==> src/rtl/common_sync_fifo.sv <==
// Single-clock valid/ready FIFO with registered head word, fill level,
// almost-full flag and synchronous flush.
module common_sync_fifo #(
  parameter int unsigned DATA_W    = 8,
  parameter int unsigned DEPTH     = 16,
  parameter int unsigned AFULL_THR = 14
) (
  input  logic                       clk,
  input  logic                       rst_n,
  input  logic                       flush,
  input  logic                       s_valid,
  output logic                       s_ready,
  input  logic [DATA_W-1:0]          s_data,
  output logic                       m_valid,
  input  logic                       m_ready,
  output logic [DATA_W-1:0]          m_data,
  output logic [$clog2(DEPTH):0]     level,
  output logic                       almost_full,
  output logic                       empty,
  output logic                       full
);

  localparam int unsigned AW = $clog2(DEPTH);
  localparam int unsigned LW = AW + 1;

  logic [DATA_W-1:0] r_mem [DEPTH];
  logic [AW-1:0]     r_wr_ptr;
  logic [AW-1:0]     r_rd_ptr;
  logic [LW-1:0]     r_level;
  logic              r_empty;
  logic              r_full;
  logic              r_afull;
  logic [DATA_W-1:0] r_mdata;

  logic              w_push;
  logic              w_pop;
  logic [AW-1:0]     w_rd_inc;
  logic [LW-1:0]     w_level_nxt;
  logic [DATA_W-1:0] w_mdata_nxt;

  assign w_push   = s_valid && !r_full;
  assign w_pop    = !r_empty && m_ready;
  assign w_rd_inc = r_rd_ptr + AW'(1);

  always_comb begin
    w_level_nxt = r_level;
    if (flush) begin
      w_level_nxt = '0;
    end else if (w_push && !w_pop) begin
      w_level_nxt = r_level + LW'(1);
    end else if (w_pop && !w_push) begin
      w_level_nxt = r_level - LW'(1);
    end
  end

  // The head register is loaded with whatever word becomes the head after
  // this edge; when the FIFO holds one word, the next head is the word being
  // written this same edge, so it comes from s_data rather than storage.
  always_comb begin
    w_mdata_nxt = r_mdata;
    if (flush) begin
      w_mdata_nxt = '0;
    end else if (w_pop) begin
      if (r_level == LW'(1)) begin
        if (w_push) w_mdata_nxt = s_data;
      end else begin
        w_mdata_nxt = r_mem[w_rd_inc];
      end
    end else if (r_empty && w_push) begin
      w_mdata_nxt = s_data;
    end
  end

  always_ff @(posedge clk) begin
    if (w_push && !flush) r_mem[r_wr_ptr] <= s_data;
  end

  always_ff @(posedge clk or negedge rst_n) begin
    if (!rst_n) begin
      r_wr_ptr <= '0;
      r_rd_ptr <= '0;
      r_level  <= '0;
      r_empty  <= 1'b1;
      r_full   <= 1'b0;
      r_afull  <= 1'b0;
      r_mdata  <= '0;
    end else begin
      if (flush) begin
        r_wr_ptr <= '0;
        r_rd_ptr <= '0;
      end else begin
        if (w_push) r_wr_ptr <= r_wr_ptr + AW'(1);
        if (w_pop)  r_rd_ptr <= w_rd_inc;
      end
      r_level <= w_level_nxt;
      r_empty <= (w_level_nxt == '0);
      r_full  <= (w_level_nxt == LW'(DEPTH));
      r_afull <= (w_level_nxt >= LW'(AFULL_THR));
      r_mdata <= w_mdata_nxt;
    end
  end

  assign s_ready     = !r_full;
  assign m_valid     = !r_empty;
  assign m_data      = r_mdata;
  assign level       = r_level;
  assign almost_full = r_afull;
  assign empty       = r_empty;
  assign full        = r_full;

endmodule

==> config.mk <==
export PLATFORM = sky130hd
export DESIGN_NAME = common_sync_fifo
export DESIGN_NICKNAME = d
export VERILOG_FILES = /design/src/rtl/common_sync_fifo.sv
export SDC_FILE = /design/constraint.sdc
export NUM_CORES = 1
export LEC_CHECK = 0
export CAP_MARGIN = 20
export CORE_ASPECT_RATIO = 0.75
export CORE_MARGIN = 2
export CORE_UTILIZATION = 35
export CTS_CLUSTER_DIAMETER = 30
export DETAILED_ROUTE_END_ITERATION = 16
export GPL_TIMING_DRIVEN = 1
export PLACE_DENSITY_LB_ADDON = 0.25
export SETUP_SLACK_MARGIN = 0.15
export SLEW_MARGIN = 20
export SYNTH_ARGS = -nofsm -noshare
export SYNTH_HDL_FRONTEND = slang
export SYNTH_SLANG_ARGS = --single-unit
==> constraint.sdc <==
create_clock -name clk -period 2.6 [get_ports clk]
set_input_delay 0.78 -clock clk [delete_from_list [all_inputs] [get_ports clk]]
set_output_delay 0.78 -clock clk [all_outputs]
set_load 0.02 [all_outputs]
======== Word-level counts from Yosys, hierarchy flattened ========
Memories as Yosys holds them, arrays and structs flattened.
Cells that the tools add are included.
word-level totals
  memories ................................ 1
  output and inout bits ................... 18
  bits in writable memories ............... 128
  input port bits ......................... 13
  register bits after elaboration ......... 24
  word-level logic and storage cells ...... 46
cells by class
  $add $sub $neg .......................... 4
  magnitude comparators ................... 1
  reduce and logical (&&, ||, !) cells .... 16
  eq/ne operators ......................... 3
  multiplexer cells ....................... 14
memories
  name   words  width  rd ports  clocked after memory_dff  wr ports  line  text
  r_mem  16     8      1         0                         1         26    logic [DATA_W-1:0] r_mem [DEPTH];
operator list
  cell                   number
  $mux W8                5
  $mux W4                4
  $mux W5                3
  $add A4 B1 Y4 const B  2
  $logic_and A1 B1 Y1    6
  $add A5 B1 Y5 const B  1
  $eq A5 B1 Y1 const B   1
  $eq A5 B5 Y1 const B   1
  $ge A5 B4 Y1 const B   1
  $logic_not A1 Y1       5
  $logic_not A5 Y1       1
  $sub A5 B1 Y5 const B  1
  $ne A4 B4 Y1 const B   1
  $reduce_bool A2 Y1     2
  $reduce_bool A3 Y1     1
  $mux W1                2
  $reduce_and A2 Y1      1

======== Depth between registers and ports, before layout ========
Gate-level depths: netlist of the first run.
  word-level depth ........................ 8
  depth in mapped cells ................... 7
  mapped depth without buffers ............ 7

======== Worst setup path after synthesis of the first run ========
Ideal clock, no wire load.
  path kind ............................... input port to flip-flop
  start point ............................. input flush
  end point ............................... memory r_mem[3][0] (enable)
  stages .................................. 5
  setup time .............................. 0.383 ns
  data required time ...................... 2.217 ns
  buffers on the path ..................... 2
  arrival ................................. 2.018 ns
  setup slack ............................. 0.198 ns
  cell sequence ........................... clkbuf_1 -> clkbuf_1 -> nor2_1 -> nand2_1 -> nor3_1
on the way
  longest elaborated chain between the ends .. 4
RTL lines
  element                        line  text
  from (decl)                    10    input logic flush,
  $logic_not A1 Y1               75    if (w_push && !flush) r_mem[r_wr_ptr] <= s_data;
  $logic_and A1 B1 Y1            75
  $mux W1                        75
  $mux W1 (not written as such)  75
  to (decl)                      26
No other way between the ends.

======== Worst setup path in the final report of the first run ========
  start point ............................. register r_level[2], in the netlist level[2]
  end point ............................... output level[2]
RTL lines
  element                 line  text
  from (decl)             29    logic [LW-1:0] r_level;
  from (signal assigned)  95    r_level <= w_level_nxt;
  to (decl)               17    output logic [$clog2(DEPTH):0] level,
No word-level cell between the ends.

==> results.ini, run 1 <==
[outcome]
outcome = finished, final reports clean

[critical_path]
r2r_slack_ns = 0.34
required_ns = 1.82
cpLargestDelayFamily = buffers and inverters
cp.depth = 1
path_cells = clkdlybuf4s50_1
rr_endpoint = m_data[1]$_DFFE_PN0P_
crit_path_end_kind = output port
crit_type = flop to output port
cp_max_fo = 8
cp-start-kind = flop
crit_buf_inv = 1
worstRegToRegCells = 7
r2r-start = r_rd_ptr[1]$_DFFE_PN0P_
max_stage_delay_ns = 0.67
cp_slowest_cell = clkdlybuf4s50_1
crit_arrival_ns = 1.62

[final_layout]
multi_input_area_sq_mm = 0.00183
final_common_cell = edfxtp_1
finish.instance_area_sq_mm = 0.00798
fill_cells = 1584
seqCellArea_sq_mm = 0.00445
drive_above_1_share_pct = 24.3
layout.nets = 453
final_cell_mix = edfxtp_1 (128), clkdlybuf4s50_1 (29), nand2_1 (27), mux4_2 (27), buf_4 (24)
area_growth_pct = 24.5
n_antenna_cell = 0

[timing]
slew_headroom_pct = 54.5
maxSlewViolCount = 0
layout_setup_ws_ns = 0.203
hold_viol_final = 0
worst_clock_skew_ns = 0.0117
grt_setup_unrepaired = false
setup_viol = 0
period_share_pct = 92.2
worst_slew_pin_slew_ns = 0.681
max_freq_mhz = 417
fin_crit_ns = 2.40

[pwr]
power.internal_w = 0.00507
p_total_w = 0.00689
ir_worst_vdd_uv = 517
comb_power_share_pct = 20.9
pwr-share-seq_pct = 41.7
powerDensity_mw_per_mm2 = 864
clkPwrFrac_pct = 37.5
netSwitchingPower_w = 0.00183
p_sw_share_pct = 26.5
power_leakage_nw = 2.72

[place]
place.gp.congestion = 0.789
port-buffer-count = 30
dp_slack_ns = -0.110
post-dp-hpwl_mm = 9.28
place_area_sq_mm = 0.00735

[synthesis]
syn_area_sq_mm = 0.00641
syn_avg_cell_area_sq_um = 17.7
syn_inst = 361
synthAdderAreaFrac_pct = 1.56
yosysWarnings = 0
seq_area_frac_synth_pct = 69.4
yosys.area_share.simple_pct = 7.77
ys_ff_latch = 152
synth-xor-area-share_pct = 1.66
syn-num-nets = 382
synth_edf_count = 128
synth_flop_cell = edfxtp_1
ys_types = 48
synth_top_family_by_area = multiplexers
async_flop_share_pct = 15.8
synth_compound_gate_area_share_pct = 5.88
synthMuxAreaShare_pct = 11.7

[routing]
antenna_left = 0
top_layer = met4
drtIter0Drc = 314
routed-wl-met3_um = 686
wl_met1_mm = 7.01
first_pass_iters = 6
wl_met2_mm = 5.70
wl_mm = 13.5
vias_per_cell = 5.01
wl_per_cell_um = 19.6
drc_errors = 0
dr_total_vias = 3439

[floorplanning]
start_util_pct = 36.1
rows = 42
core_sq_mm = 0.0178
dieArea_sq_mm = 0.0194
die_w_um = 160
die_h_um = 121
ios = 31

[hold_path]
holdPathStages = 1
hold_path_class = flop to flop
holdPathEnd = m_data[2]$_DFFE_PN0P_
min_from = m_data[2]$_DFFE_PN0P_

[clocking]
insertion_delay_ns = 0.41
clk_transition_reported_paths_ns = 0.06
cts_buffer_depth = 2
numCtsBuffers = 17
cts_root_buffer = clkbuf_16
cts_tree = built
post_cts_buffers = 0
cts.sinks = 152
h-tree-depth = 4

[global_routing]
grt_pass1_vias = 3465
grt_overflow = 0
gr-usage-all-layers_pct = 14.9
antenna_found_initial = 0
grt_max_degree = 37
grt_pass1_wl_mm = 21.0

[flow_run]
maxCapViolations = 0

[how the worst max path moves through the flow]
stage	start	end	slack, ns
CTS	empty$_DFF_PN1_	empty	0.16
global placement	s_valid	r_mem[3][3]$_DFFE_PP_	-0.10
finish	level[2]$_DFF_PN0_	level[2]	0.20
floorplan	flush	r_mem[3][0]$_DFFE_PP_	0.20
global route	level[2]$_DFF_PN0_	level[2]	0.15
detailed placement	s_valid	r_mem[3][6]$_DFFE_PP_	-0.11
[area by class of cell]
cell class	count	share of cell area, %
clock buffer	19	5.43
clock inverter	13	2.43
inverter	7	0.329
multi-input combinational	187	23.0
sequential	152	55.7
tap	242	3.80
timing repair buffer	67	9.32
[cell usage after synthesis (2+ instances only)]
master    number  area share, %
xor2_1         4           0.55
dfrtp_1       23            9.0
a31oi_1        9           0.88
xnor2_1        5           0.68
buf_6          3           0.53
a221o_1        8            1.3
nor3_1         6           0.47
and2_1        13            1.3
edfxtp_1     128             60
nand3_1        3           0.23
o21ai_0        2           0.16
mux4_1         5            2.1
nand2_1       27            1.6
o221ai_1       9            1.2
a21oi_1        7           0.55
a211oi_1       2           0.23
ha_1           8            1.6
nor2b_1        4           0.39
and3_1         2           0.20
nor2_1        21            1.2
clkbuf_1       5           0.29
mux4_2        27            9.5
inv_1          7           0.41
buf_2          6           0.47
nand2b_1       4           0.39
[cells by family (layout without fill, tap and decap cells)]
group,after synthesis,in the layout
flops,152,152
simple gates,92,92
compound gates,44,44
mux,33,33
buf+inv,22,106
xor+xnor,10,10
fa+ha+maj,8,8
[routing by layer]
metal	GRT usage [%]	vias to the layer above
li1	-	1585
met1	23.9	1762
met2	20.4	87
met3	3.21	5
met4	3.94	0
met5	0	-
[state kept, by name, summed over array words and instances (netlist names)]
register,count
almost_full,1
r_mem,128
r_rd_ptr,4
empty,1
level,5
r_wr_ptr,4
full,1
m_data,8
[power groups by stage]
stage / Clock (W) / Sequential, W / Combinational (W)
floorplan: 0 / 0.00296 / 0.000855
global placement: 0 / 0.00292 / 0.00144
detailed placement: 0 / 0.00292 / 0.00144
CTS: 0.00264 / 0.00287 / 0.00145
global route: 0.00274 / 0.00289 / 0.00156
finish: 0.00258 / 0.00287 / 0.00144
[timing repair]
item | in CTS | in global routing
setup endpoints to repair | 0 | 1
resized for setup | 0 | 1
hold buffers | 0 | 0
[stage by stage]
step,TNS (ns),util (%),instances,hold slack [ns]
floorplan,0,-,361,0.484
global placement,-1.00,41.4,655,0.500
detailed placement,-0.895,41.4,655,0.507
CTS,0,44.9,687,0.520
global route,0,44.9,687,0.558
finish,0,44.9,687,0.522
No activity file was read; power rests on OpenSTA's default activity.
==> inputs of run 2 (changes only) <==
--- a/config.mk
+++ b/config.mk
@@ -5,7 +5,6 @@
 export SDC_FILE = /design/constraint.sdc
 export NUM_CORES = 1
 export LEC_CHECK = 0
-export CAP_MARGIN = 20
 export CORE_ASPECT_RATIO = 0.75
 export CORE_MARGIN = 2
 export CORE_UTILIZATION = 35
==> results of run 2 <==
The final DEF is identical to that of run 1; final timing and power are the same.
